<file path="src/rtl/input_port_fifo_if.sv">
// Handshake and status bundle between the external producer / processor and input_port_fifo.
// Master drives the producer data and the processor read strobe; slave is the FIFO.
interface input_port_fifo_if #(
    parameter int DEPTH = 16,
    parameter int WIDTH = 16
);
    localparam int CW = $clog2(DEPTH) + 1;

    logic [WIDTH-1:0] ext_data;
    logic             ext_valid;
    logic             ext_ready;
    logic             rd_en;
    logic [WIDTH-1:0] getin;
    logic             empty;
    logic             full;
    logic [CW-1:0]    count;
    logic             underflow;

    modport master (
        output ext_data, ext_valid, rd_en,
        input  ext_ready, getin, empty, full, count, underflow
    );

    modport slave (
        input  ext_data, ext_valid, rd_en,
        output ext_ready, getin, empty, full, count, underflow
    );
endinterface

</file>
<file path="src/rtl/input_port_fifo.sv">
// Input-port FIFO feeding the processor stack-input mux (getin), zero-cycle read latency.
// Optional sticky read-while-empty flag enabled by macro INPORT_UNDERFLOW_EN.
module input_port_fifo #(
    parameter int DEPTH = 16,
    parameter int WIDTH = 16
) (
    input logic                CLK,
    input logic                reset,
    input_port_fifo_if.slave   port
);
    localparam int AW = $clog2(DEPTH);
    localparam int CW = AW + 1;

    logic [WIDTH-1:0] mem [DEPTH];
    logic [AW-1:0]    wr_ptr;
    logic [AW-1:0]    rd_ptr;
    logic [CW-1:0]    count_q;
    logic             empty;
    logic             full;
    logic             push;
    logic             pop;

    assign empty = (count_q == '0);
    assign full  = (count_q == CW'(DEPTH));

    // Reset gates ready so no word is ever accepted on a reset edge.
    assign port.ext_ready = !full && !reset;
    assign push = port.ext_valid && port.ext_ready;
    assign pop  = port.rd_en && !empty && !reset;

    // Storage is left uncleared on reset; the pointers alone define contents.
    always_ff @(posedge CLK) begin
        if (push) begin
            mem[wr_ptr] <= port.ext_data;
        end
    end

    always_ff @(posedge CLK) begin
        if (reset) begin
            wr_ptr  <= '0;
            rd_ptr  <= '0;
            count_q <= '0;
        end else begin
            if (push) begin
                wr_ptr <= wr_ptr + 1'b1;
            end
            if (pop) begin
                rd_ptr <= rd_ptr + 1'b1;
            end
            case ({push, pop})
                2'b10:   count_q <= count_q + 1'b1;
                2'b01:   count_q <= count_q - 1'b1;
                default: count_q <= count_q;
            endcase
        end
    end

`ifdef INPORT_UNDERFLOW_EN
    logic underflow_q;

    always_ff @(posedge CLK) begin
        if (reset) begin
            underflow_q <= 1'b0;
        end else if (port.rd_en && empty) begin
            underflow_q <= 1'b1;
        end
    end

    assign port.underflow = underflow_q;
`else
    assign port.underflow = 1'b0;
`endif

    assign port.getin = empty ? '0 : mem[rd_ptr];
    assign port.empty = empty;
    assign port.full  = full;
    assign port.count = count_q;
endmodule

</file>
<file path="src/flat_wrapper.sv">
// flat-port wrapper written by rule: the top's interface ports become plain ports
module input_port_fifo_flat 
#(
    parameter int DEPTH = 16,
    parameter int WIDTH = 16
)
  (CLK, reset, port_ext_data, port_ext_valid, port_rd_en, port_ext_ready, port_getin, port_empty, port_full, port_count, port_underflow);
  input_port_fifo_if #(.DEPTH(DEPTH), .WIDTH(WIDTH)) port_i ();
  input logic CLK;
  input logic reset;
  input wire logic [$bits(port_i.ext_data)-1:0] port_ext_data;
  input wire logic [$bits(port_i.ext_valid)-1:0] port_ext_valid;
  input wire logic [$bits(port_i.rd_en)-1:0] port_rd_en;
  output wire logic [$bits(port_i.ext_ready)-1:0] port_ext_ready;
  output wire logic [$bits(port_i.getin)-1:0] port_getin;
  output wire logic [$bits(port_i.empty)-1:0] port_empty;
  output wire logic [$bits(port_i.full)-1:0] port_full;
  output wire logic [$bits(port_i.count)-1:0] port_count;
  output wire logic [$bits(port_i.underflow)-1:0] port_underflow;
  assign port_i.ext_data = port_ext_data;
  assign port_i.ext_valid = port_ext_valid;
  assign port_i.rd_en = port_rd_en;
  assign port_ext_ready = port_i.ext_ready;
  assign port_getin = port_i.getin;
  assign port_empty = port_i.empty;
  assign port_full = port_i.full;
  assign port_count = port_i.count;
  assign port_underflow = port_i.underflow;
  input_port_fifo #(.DEPTH(DEPTH), .WIDTH(WIDTH)) u_core (.CLK(CLK), .reset(reset), .port(port_i));
endmodule
</file>
<file path="config.mk">
export PLATFORM = sky130hd
export DESIGN_NAME = input_port_fifo_flat
export DESIGN_NICKNAME = d
export VERILOG_FILES = /design/src/rtl/input_port_fifo_if.sv /design/src/rtl/input_port_fifo.sv /design/src/flat_wrapper.sv
export SDC_FILE = /design/constraint.sdc
export NUM_CORES = 1
export LEC_CHECK = 0
export BUFFER_PORTS_ARGS = -buffer_cell sky130_fd_sc_hd__buf_2
export CAP_MARGIN = 20
export CORE_MARGIN = 8
export CORE_UTILIZATION = 64
export CTS_BUF_LIST = sky130_fd_sc_hd__clkbuf_8
export DETAILED_ROUTE_END_ITERATION = 6
export PLACE_DENSITY = 0.82
export SYNTH_ARGS = -nofsm -noshare
export SYNTH_HDL_FRONTEND = slang
export SYNTH_SLANG_ARGS = --single-unit
</file>
<file path="constraint.sdc">
create_clock -name CLK -period 3.4 [get_ports CLK]
set_input_delay 0.51 -clock CLK [delete_from_list [all_inputs] [get_ports CLK]]
set_output_delay 0.51 -clock CLK [all_outputs]
set_load 0.05 [all_outputs]
</file>
### Word level (Yosys, flattened, before mapping)

Memories as Yosys holds them, arrays and structs flattened. A register that Yosys moved wholly into a read port is not among the register bits.
Index checks and enable logic that the tools add are counted.

* register bits: 13
* bits in writable memories: 256
* output and inout port bits: 25
* word-level logic and storage cells: 26
* memories: 1

Memories
* u_core.mem: depth 16, width 16, rd ports 1, clocked after Yosys merged registers in 1, write ports 1, line input_port_fifo.sv:14 `logic [WIDTH-1:0] mem [DEPTH];`

* $add $sub $neg: 4
* equal/unequal tests: 3
* multiplexer cells: 6
* reductions and logical operators: 9

Operators with widths (count)
* 16-bit 2-to-1 mux: 1
* 5-bit one-hot mux with 2 select lines: 1
* 4-bit by 1-bit adder with 4-bit output (second input constant): 2
* 4-bit 2-to-1 mux: 2
* 5-bit by 1-bit adder with 5-bit output (second input constant): 1
* 5-bit == test (second input constant): 1
* 5-bit zero test: 1
* 5-bit by 1-bit subtractor with 5-bit output (second input constant): 1
* 1-bit logical AND: 4
* 1-bit zero test: 3
* 2-bit by 1-bit == test with 1-bit output (second input constant): 1
* 2-bit == test (second input constant): 1
* 1-bit 2-to-1 mux: 2
* 2-bit nonzero test: 1

### Longest topological paths before layout

* depth in word-level cells: 6
* mapped depth: 14
* depth with buffers taken out: 11

### Worst setup path before layout

OpenSTA, ideal clock, no wires.

* path type: reg-to-reg
* start: register u_core.count_q[2] (netlist: u_core.port.count[2])
* end: memory u_core.mem[0][0], enable pin
* setup time: 409 ps
* arrival time: 3367 ps
* required time: 2991 ps
* setup slack: -376 ps
* cell stages (with the launch flop): 8
* period minus slack after synthesis: 3776 ps
* cells stage by stage: dfxtp_1 -> buf_4 -> nor4_4 -> a21oi_1 -> and2_1 -> buf_4 -> nand2_1 -> nor3_1

* cells in the longest elaborated chain, start to end: 6

Ends and longest elaborated chain
* start: declaration: line input_port_fifo.sv:17 `logic [CW-1:0] count_q;`
* start signal: assignment: line input_port_fifo.sv:51 `2'b10: count_q <= count_q + 1'b1;`
* start signal: assignment: line input_port_fifo.sv:52 `2'b01: count_q <= count_q - 1'b1;`
* start signal: assignment: line input_port_fifo.sv:53 `default: count_q <= count_q;`
* 5-bit == test: line input_port_fifo.sv:24 `assign full = (count_q == CW'(DEPTH));`
* 1-bit zero test: line input_port_fifo.sv:27 `assign port.ext_ready = !full && !reset;`
* 1-bit logical AND: line input_port_fifo.sv:27
* named net port_ext_ready: line flat_wrapper.sv:14 `output wire logic [$bits(port_i.ext_ready)-1:0] port_ext_ready;`
* 1-bit logical AND: line input_port_fifo.sv:28 `assign push = port.ext_valid && port.ext_ready;`
* 1-bit 2-to-1 mux: line input_port_fifo.sv:33 `if (push) begin`
* 1-bit 2-to-1 mux (implied by the code): line input_port_fifo.sv:34 `mem[wr_ptr] <= port.ext_data;`
* end: declaration: line input_port_fifo.sv:14

The timed path passes the listed nets, and every way through them passes these cells.

==> summary.txt <==
TritonCTS Sinks - 273
Maximum vdd drop - 0.000431 V
Most frequent cells in the layout - edfxtp_1 (256), mux4_2 (64), clkbuf_8 (43), buf_2 (43), mux2i_1 (34)
CP Class - flop to output port
Top cell type's share of synthesized area - 0.714
Netlist cell types - 41
Vias in the first global route - 5,631
Pwr/cell area - 585 mW/mm2
Fin nets - 627
Clk_lat worst skew - 0.54 ns
Antenna-violating nets left - 0
Initial antenna violation count - 1
Cell taking the most area after synthesis - edfxtp_1
Critical path's slowest cell - dfxtp_4
Die area - 0.0212 mm2
H-tree depth - 2
Clock slew at reported path FFs - 0.07 ns
Total power draw - 7.07 mW
Register area share after synthesis - 0.746
Row count - 47
Worst Setup Slack, final - 0.244 ns
Slew @ Worst Pin - 0.635 ns
Mapped Area - 0.0108 mm2
IO Port Bufs - 43
Sum of negative setup slack - 0 ns
CTS buffer count - 41
Fill cells - 922
Worst EP arrival - 2.65 ns
Highest Clock Rate - 317 MHz
Antenna cells - 0
Vias per inst - 6.30
Crit Path Max Fanout - 25
Crit path largest cell delay - 0.68 ns
Slew headroom - 0.576
Synth area leaders - edfxtp_1 (71%), mux4_2 (13%), dfxtp_1 (3.2%), mux2i_1 (3.2%), o22ai_1 (0.99%)
Layout Utilization - 0.732
Root Buffer Master - clkbuf_8
Dominant synthesized flop cell - edfxtp_1
Number of flops mapped to enable cells by yosys - 256
Setup violators final - 0
PostCTS Resize Cnt - 0
Final Cell Area - 0.0121 mm2
RSZ-0062 raised after global routing - false
Initial drt markers - 433
Mapped Nets - 544
I/O pin count - 45
Number of remaining DRC errors - 0
Period minus WS final - 3.16 ns
GR Overflow Total - 0
Placed instance area - 0.0114 mm2
Drt pass-1 iters - 5
Area grow syn2layout - 12.4%
Number of synthesized register bits - 273
Die height - 146 um
Die extent in x - 146 um
HP Class - input pin to flop
Share of cells above drive strength 1 - 0.336
Commonest non-fill, non-tap cell in the layout - edfxtp_1
Worst Setup Start Kind - flop
WP data required - 2.89 ns
Pre-CTS setup slack - 0.480 ns
Largest net degree at the start of global routing - 65
Mean post-synth cell area - 20.8 um2
# hold bufs at CTS - 0
Via Count - 5,375
Nature of the critical path endpoint - output port
Core area - 0.0165 mm2
Total GRT Usage - 0.209
Final WL - 21.9 mm
Fin. Hold Viols - 0
WL/cell - 25.6 um
Status - finished, final reports clean
Setup bufs post-CTS - 0
Post-Synthesis Cells - 517
Gpl congestion - 0.766
Syn. warnings - 0
MaxCap Viol Count - 0
Leak - 3.92 nW
First-pass GRT wire length - 33.1 mm
Tcrit/Tclk final - 0.928
CTS tree - yes
Final slew viol count - 0
Starting Density - 0.651
CP cell instances - buf_4 -> mux4_2 -> mux2i_1 -> o22ai_1 -> buf_2
Clk buf depth - 3
Worst Clk Skew - 0.0152 ns
FFs w/ async S/R, synth - 0
Post-DP HPWL - 12.9 mm
==> path summary, 6_finish.rpt <==
check	slack, ns	start	cells past startpoint	end
worst max-delay path	0.24	flop	5	port_getin[14]
worst min-delay path	0.34	port_ext_data[6]	1	u_core.mem[1][6]$_DFFE_PP_
worst min register to register	0.53	u_core.rd_ptr[2]$_SDFFE_PP0P_	2	flop
worst max register to register	0.46	u_core.port.count[3]$_SDFFE_PP0P_	11	u_core.port.count[4]$_SDFFE_PP0P_
==> through the flow <==
stage | instances | hold slack, ns
floorplan | 517 | 0.480
finish | 853 | 0.340
global route | 853 | 0.335
global placement | 777 | 0.495
detailed placement | 777 | 0.515
CTS | 853 | 0.317
==> power breakdown <==
| group | internal [mW] | switching [mW] |
|---|---|---|
| Sequential | 3.71 | 0.0649 |
| Clock | 1.18 | 1.18 |
| Combinational | 0.381 | 0.557 |
| Total | 5.27 | 1.81 |
==> cell type report <==
type                    instances  area, um2  share of cell area
flip-flops and latches        273       8030               0.664
multi-input cells             207       2550               0.211
clock buffers                  43        592              0.0489
repair buffers                 71        475              0.0393
well taps                     220        275              0.0228
clock inverters                33        136              0.0113
inverters                       6       22.5             0.00186
==> cells in the mapped netlist (all sizes together) (4+ instances only) <==
cell / count
nand2: 9
o22ai: 17
buf: 24
nand3: 4
a21oi: 6
nor3: 5
nor2: 25
mux4: 64
dfxtp: 17
clkbuf: 7
inv: 6
xor2: 6
ha: 7
xnor2: 4
edfxtp: 256
mux2i: 34
nand2b: 4
==> kinds of logic after synthesis <==
family,share of synthesized area
AND/OR/NAND/NOR,0.0305
buffers and inverters,0.0210
XOR/XNOR,0.00814
multiplexers,0.166
flip-flops,0.746
AO/OA/AOI/OAI,0.0202
adder cells (fa/ha/maj),0.00814
other,0.000349
==> state kept, by name, summed over array words and instances (netlist names), named ones only <==
signal / flops
u_core.port.count: 5
u_core.wr_ptr: 4
u_core.mem: 256
u_core.rd_ptr: 4
==> critical path, delay by kind of cell, from the launching register on <==
kind | cells | cell delay, ns
buf+inv | 2 | 0.53
flops | 1 | 0.68
mux | 2 | 0.70
compound gates | 1 | 0.18
==> per-layer routing <==
metal | track usage | routed length, um | vias up
met4 | 0.0807 | 477 | 2
met1 | 0.259 | 8380 | 2765
met5 | 0 | 13 | -
li1 | - | - | 2295
met2 | 0.352 | 11200 | 266
met3 | 0.0516 | 1780 | 47
(Power assumes the default switching activity.)
